## config.mk

```make
export PLATFORM = sky130hd
export DESIGN_NAME = dmem_arbiter
export DESIGN_NICKNAME = d
export VERILOG_FILES = /design/src/rtl/dmem_pkg.sv /design/src/rtl/dmem_prio_sel.sv /design/src/rtl/dmem_arbiter.sv
export SDC_FILE = /design/constraint.sdc
export NUM_CORES = 1
export LEC_CHECK = 0
export ABC_CLOCK_PERIOD_IN_PS = 2600
export BUFFER_PORTS_ARGS = -buffer_cell sky130_fd_sc_hd__buf_2
export CORE_UTILIZATION = 42
export CTS_CLUSTER_SIZE = 40
export DETAILED_ROUTE_END_ITERATION = 12
export PLACE_DENSITY = 0.91
export REMOVE_ABC_BUFFERS = 1
export SETUP_SLACK_MARGIN = 0.15
export SKIP_LAST_GASP = 1
export SYNTH_ARGS = -nofsm -noshare
export SYNTH_HDL_FRONTEND = slang
export SYNTH_SLANG_ARGS = --single-unit
```

## constraint.sdc

```tcl
create_clock -name clock -period 2.6 [get_ports clock]
set_input_delay 0.39 -clock clock [delete_from_list [all_inputs] [get_ports clock]]
set_output_delay 0.39 -clock clock [all_outputs]
set_load 0.02 [all_outputs]
```

## src/rtl/dmem_pkg.sv

```systemverilog
`default_nettype none
// ============================================================================
//  Module      : dmem_pkg
//  Description : Shared widths and requester-ID encoding for the dmem
//                arbiter slice.
//  Revision    : 1.0 - initial release
// ============================================================================
package dmem_pkg;

  localparam int ADDR_W_DEF = 12;
  localparam int DATA_W_DEF = 32;
  localparam int KBD_W      = 8;

  // Which requester owns the dmem port in the current cycle.
  typedef enum logic [1:0] {
    SEL_NONE = 2'd0,
    SEL_KBD  = 2'd1,
    SEL_CPU  = 2'd2,
    SEL_VID  = 2'd3
  } req_id_e;

endpackage
`default_nettype wire

```

## src/rtl/dmem_prio_sel.sv

```systemverilog
`default_nettype none
// ============================================================================
//  Module      : dmem_prio_sel
//  Description : Fixed-priority grant selection with a video starvation
//                counter that forces a video grant after STARVE_MAX
//                consecutive denied video cycles. STARVE_MAX must be >= 1.
//  Revision    : 1.0 - initial release
// ============================================================================
module dmem_prio_sel
  import dmem_pkg::*;
#(
  parameter int STARVE_MAX = 8
) (
  input  logic    clock,
  input  logic    reset,
  input  logic    kbd_pend,
  input  logic    cpu_req,
  input  logic    vid_req,
  output req_id_e sel
);

  localparam int               CNT_W        = $clog2(STARVE_MAX + 1);
  localparam logic [CNT_W-1:0] C_STARVE_MAX = CNT_W'(STARVE_MAX);

  logic [CNT_W-1:0] starve_cnt_q;
  logic [CNT_W-1:0] starve_cnt_d;
  logic             w_force;

  // Grant decision; nothing is granted while reset is asserted.
  always_comb begin
    w_force = vid_req && (starve_cnt_q >= C_STARVE_MAX);
    sel     = SEL_NONE;
    if (reset)         sel = SEL_NONE;
    else if (w_force)  sel = SEL_VID;
    else if (kbd_pend) sel = SEL_KBD;
    else if (cpu_req)  sel = SEL_CPU;
    else if (vid_req)  sel = SEL_VID;
  end

  // Count denied video cycles, saturating; any video grant or idle clears it.
  always_comb begin
    starve_cnt_d = starve_cnt_q;
    if (!vid_req || (sel == SEL_VID)) begin
      starve_cnt_d = '0;
    end else if (starve_cnt_q < C_STARVE_MAX) begin
      starve_cnt_d = starve_cnt_q + 1'b1;
    end
  end

  // Starvation counter register.
  always_ff @(posedge clock) begin
    if (reset) starve_cnt_q <= '0;
    else       starve_cnt_q <= starve_cnt_d;
  end

endmodule
`default_nettype wire

```

## src/rtl/dmem_arbiter.sv

```systemverilog
`default_nettype none
// ============================================================================
//  Module      : dmem_arbiter
//  Description : Single-port dmem arbiter for processor, VGA reader and a
//                PS/2 scancode mailbox writer. Owns the one-entry keyboard
//                holding register and the one-cycle read-return pipeline.
//  Revision    : 1.0 - initial release
// ============================================================================
module dmem_arbiter
  import dmem_pkg::*;
#(
  parameter int ADDR_W     = ADDR_W_DEF,
  parameter int DATA_W     = DATA_W_DEF,
  parameter int STARVE_MAX = 8
) (
  input  logic              clock,
  input  logic              reset,
  input  logic              cpu_req,
  input  logic              cpu_we,
  input  logic [ADDR_W-1:0] cpu_addr,
  input  logic [DATA_W-1:0] cpu_wdata,
  output logic              cpu_gnt,
  output logic              cpu_rvalid,
  input  logic              vid_req,
  input  logic [ADDR_W-1:0] vid_addr,
  output logic              vid_gnt,
  output logic              vid_rvalid,
  input  logic              kbd_stb,
  input  logic [ADDR_W-1:0] kbd_addr,
  input  logic [KBD_W-1:0]  kbd_data,
  output logic              kbd_ovf,
  output logic [ADDR_W-1:0] mem_addr,
  output logic [DATA_W-1:0] mem_wdata,
  output logic              mem_wren,
  input  logic [DATA_W-1:0] mem_q,
  output logic [DATA_W-1:0] rdata
);

  req_id_e            w_sel;
  logic               w_kbd_gnt;
  logic               w_cpu_rd;
  logic               kbd_pend_q, kbd_pend_d;
  logic [KBD_W-1:0]   kbd_buf_q,  kbd_buf_d;
  logic               kbd_ovf_q,  kbd_ovf_d;
  logic               cpu_rvalid_q, cpu_rvalid_d;
  logic               vid_rvalid_q, vid_rvalid_d;
  logic [DATA_W-1:0]  rdata_q,    rdata_d;

  dmem_prio_sel #(
    .STARVE_MAX (STARVE_MAX)
  ) u_prio_sel (
    .clock    (clock),
    .reset    (reset),
    .kbd_pend (kbd_pend_q),
    .cpu_req  (cpu_req),
    .vid_req  (vid_req),
    .sel      (w_sel)
  );

  assign w_kbd_gnt = (w_sel == SEL_KBD);
  assign cpu_gnt   = (w_sel == SEL_CPU);
  assign vid_gnt   = (w_sel == SEL_VID);
  assign w_cpu_rd  = cpu_gnt && !cpu_we;

  // Route the granted requester onto the dmem port; idle drives all zeros.
  always_comb begin
    mem_addr  = '0;
    mem_wdata = '0;
    mem_wren  = 1'b0;
    unique case (w_sel)
      SEL_KBD: begin
        mem_addr  = kbd_addr;
        mem_wdata = DATA_W'(kbd_buf_q);
        mem_wren  = 1'b1;
      end
      SEL_CPU: begin
        mem_addr  = cpu_addr;
        mem_wdata = cpu_wdata;
        mem_wren  = cpu_we;
      end
      SEL_VID: begin
        mem_addr  = vid_addr;
      end
      default: begin
      end
    endcase
  end

  // Keyboard holding register: a strobe refills the slot if it is empty or
  // being drained this cycle, otherwise the scancode is lost and flagged.
  always_comb begin
    kbd_pend_d = kbd_pend_q;
    kbd_buf_d  = kbd_buf_q;
    kbd_ovf_d  = kbd_ovf_q;
    if (w_kbd_gnt) kbd_pend_d = 1'b0;
    if (kbd_stb) begin
      if (!kbd_pend_q || w_kbd_gnt) begin
        kbd_pend_d = 1'b1;
        kbd_buf_d  = kbd_data;
      end else begin
        kbd_ovf_d  = 1'b1;
      end
    end
  end

  // Read return: a read granted now is flagged next cycle with its data.
  always_comb begin
    cpu_rvalid_d = w_cpu_rd;
    vid_rvalid_d = vid_gnt;
    rdata_d      = (w_cpu_rd || vid_gnt) ? mem_q : rdata_q;
  end

  // State registers for the holding slot and the read-return pipeline.
  always_ff @(posedge clock) begin
    if (reset) begin
      kbd_pend_q   <= 1'b0;
      kbd_buf_q    <= '0;
      kbd_ovf_q    <= 1'b0;
      cpu_rvalid_q <= 1'b0;
      vid_rvalid_q <= 1'b0;
      rdata_q      <= '0;
    end else begin
      kbd_pend_q   <= kbd_pend_d;
      kbd_buf_q    <= kbd_buf_d;
      kbd_ovf_q    <= kbd_ovf_d;
      cpu_rvalid_q <= cpu_rvalid_d;
      vid_rvalid_q <= vid_rvalid_d;
      rdata_q      <= rdata_d;
    end
  end

  // Masking with reset makes a read in flight vanish in the reset cycle
  // itself instead of one cycle later.
  assign cpu_rvalid = cpu_rvalid_q && !reset;
  assign vid_rvalid = vid_rvalid_q && !reset;
  assign kbd_ovf    = kbd_ovf_q && !reset;
  assign rdata      = reset ? '0 : rdata_q;

endmodule
`default_nettype wire

```

==> run summary <==
Dpl cell area: 3890 um^2
FILL cells: 563
Final total power: 1.89 mW
Critical Path, Cell by Cell: nand2b_4 > a21oi_2 > or2_4 > ha_4 > buf_12 > a222oi_1 > nor2_1 > buf_2
Reg2reg path depth: 8
Startpoint types: flop
Max stage delay cell, worst path: dfxtp_4
Clock sinks: 48
Post-route setup TNS: 0 ns
Final Instance Area: 4130 um^2
Final Util: 0.633
GPL Wtd Cong: 0.923
Worst hold-check path type: input port to flop
Initial Util: 0.446
DR vias: 2836
Worst r2r src: kbd_pend_q$_SDFF_PP0_
Critical path type: flop to output port
Initial antenna violation count: 1
Multi-input gate area: 1840 um^2
Top-area cell type share of the netlist area: 0.330
Top cells by area, synth: dfxtp_1, nor2b_1, mux2_4
Clock Latency Late Sink: 0.29 ns
Worst hold start: kbd_data[4]
DRT Wirelength: 9000 um
Internal reg-to-reg setup slack: 0.61 ns
Io pins: 196
Worst Clk Skew: 0.00876 ns
Clk slew on worst S/H paths: 0.09 ns
Status: finished, final reports clean
Drc violations: 0
Post-Syn Area: 2910 um^2
Syn. warnings: 0
DR iter-0 viols: 172
WP data arrival: 1.97 ns
Max-slew violation count: 0
Cell count after synthesis: 301
Slew HR: 0.510
H-tree depth: 2
Vias in the first global route: 2772
Fin cells: 568
Die Height: 85.3 um
Worst Max-Slew Pin Slew: 0.734 ns
Achievable frequency: 425 MHz
Reg2reg end: rdata_q[28]$_SDFFE_PP0P_
Synth cell types: 28
Clock tree buffer depth: 2
Cell Rows: 29
Port buffer count: 195
Horiz. Die Dim: 85.3 um
GRT Total Usage: 0.243
Maximum Capacitance Violations: 0
Worst Setup End Kind: output port
CTS tree: built
Synthesis-to-layout area growth: 41.9%
Number of flops mapped to enable cells by yosys: 0
Layout cell share with drive strength beyond 1: 0.524
Worst hold path depth: 3
WHS: 0.353 ns
Synth async-reset ratio: 0
HPWL after DPL: 7170 um
Final Setup Violations: 0
CP max stage delay: 0.36 ns
Crit path max fanout: 29
Pwr Density: 456 nW/um^2
Ys flop type: dfxtp_1
Sequential cell area: 965 um^2
Total die area: 7280 um^2
TritonCTS Buffers: 5
DR WL/cell: 15.8 um
Avg Inst Size Synth: 9.68 um^2
CORE AREA: 6530 um^2
Min cycle time layout: 2.36 ns
Global-route wire length before repair: 13600 um
Grt ovf: 0
Required time at the worst-slack endpoint: 2.21 ns
RSZ-0062 raised after global routing: true
Maximum vdd ir drop: 0.325 mV
Worst Hold Path EP: kbd_buf_q[4]$_SDFFE_PP0P_
Yosys top cell by area: dfxtp_1
Post-route setup slack: 0.245 ns
Length of the first detailed-routing pass in iterations: 8
Pre-CTS setup slack: 0.295 ns
Seq/Total Area, Yosys: 0.330
Fin crit share: 0.906
Largest net degree at the start of global routing: 87
Nets: 611
Seq cells post-synth: 48
Leakage dissipation: 2.12 nW
Cts hold-fix bufs: 0
CTS root buffer: clkbuf_8
Antenna-violating nets left: 0
Drt via density: 4.99
Final Hold Viols: 0
Placed instance count: 557
worst max-delay path by stage:
stage                                to  slack (ns)  depth (start not counted)                                     from
6_report                    mem_addr[2]        0.24                          8  u_prio_sel.starve_cnt_q[3]$_SDFFE_PP0N_
5_1_grt                     mem_addr[3]        0.11                          8  u_prio_sel.starve_cnt_q[3]$_SDFFE_PP0N_
4_1_cts                     mem_addr[7]        0.18                          8  u_prio_sel.starve_cnt_q[3]$_SDFFE_PP0N_
3_5_place_dp                mem_addr[7]        0.29                          8  u_prio_sel.starve_cnt_q[3]$_SDFFE_PP0N_
3_3_place_gp                mem_addr[7]        0.37                          9                                  cpu_req
2_1_floorplan  rdata_q[28]$_SDFFE_PP0P_        0.07                          6  u_prio_sel.starve_cnt_q[3]$_SDFFE_PP0N_
power by group:
group          internal, mW  switching [mW]  total (mW)
combinational         0.260           0.276       0.537
clock                 0.315           0.245       0.559
sequential            0.776          0.0149       0.791
flip-flops by register name (all words and copies together) (netlist names):
| register | flops |
|---|---|
| kbd_ovf_q | 1 |
| cpu_rvalid_q | 1 |
| kbd_buf_q | 8 |
| rdata_q | 32 |
| vid_rvalid_q | 1 |
| kbd_pend_q | 1 |
| u_prio_sel.starve_cnt_q | 4 |
cell usage after synthesis, types with 2 or more instances:
library cell	instances
a222oi_1	12
nand2_1	2
a22oi_1	8
nor2_1	22
dfxtp_1	48
buf_6	2
and2_1	24
a21oi_1	4
buf_12	3
mux2i_1	9
clkbuf_1	10
buf_2	7
ha_1	8
inv_1	3
nand2b_1	17
mux2_4	30
nor2b_1	80
mux2_2	2
layout by cell type, fill, tap and decap left out, types with 2 or more instances in the layout:
master / netlist / final
buf_12: 3 / 3
ha_4: 0 / 3
mux2_4: 30 / 30
a21oi_1: 4 / 2
nor2b_1: 80 / 80
ha_1: 8 / 5
nand2b_1: 17 / 16
dfxtp_1: 48 / 47
mux2_2: 2 / 2
nand2b_4: 1 / 2
buf_4: 1 / 9
mux2i_1: 9 / 9
nor2_1: 22 / 21
and2_1: 24 / 24
clkbuf_8: 0 / 6
a222oi_1: 12 / 12
buf_2: 7 / 193
a22oi_1: 8 / 8
inv_1: 3 / 3
nand2_1: 2 / 2
what timing repair did:
action                                  4_1_cts  5_1_grt
endpoints found under the setup margin       21       21
pin swaps                                     6        5
resized for setup                             7       14
buffers inserted                              1        1
final cells by class:
cell class / count / share of cell area
Clock inverter: 2 / 0.00938
Inverter: 3 / 0.00272
Sequential cell: 48 / 0.233
Tap cell: 77 / 0.0233
Timing Repair Buffer: 205 / 0.265
Antenna cell: 1 / 0.000605
Clock buffer: 6 / 0.0200
Multi-Input combinational cell: 226 / 0.446
kinds of logic (layout without fill, tap and decap cells):
logic type / count (synthesis) / after routing / synth area share
simple gates: 148 / 148 / 0.301
flops: 48 / 48 / 0.330
mux: 41 / 41 / 0.193
compound gates: 27 / 27 / 0.0751
buf+inv: 27 / 216 / 0.0610
fa+ha+maj: 8 / 8 / 0.0344
xor+xnor: 2 / 2 / 0.00601
other cells: 0 / 1 / 0
metal layers:
| layer | vias up | track usage | share of wire |
|---|---|---|---|
| met5 | - | 0 | 0 |
| met4 | 0 | 0.0985 | 0.027 |
| met3 | 12 | 0.0467 | 0.077 |
| met2 | 170 | 0.464 | 0.52 |
| met1 | 1282 | 0.262 | 0.37 |
| li1 | 1372 | - | - |
worst max-delay path, delay by kind of cell (launching register included):
| kind | cells | cell delay, ns |
|---|---|---|
| and+or+nand+nor | 3 | 0.44 |
| AOI/OAI and AO/OA | 2 | 0.38 |
| DFF | 1 | 0.36 |
| buffers and inverters | 2 | 0.32 |
| adders and majority gates | 1 | 0.17 |
Note: power is estimated with default switching activity, not from simulation.
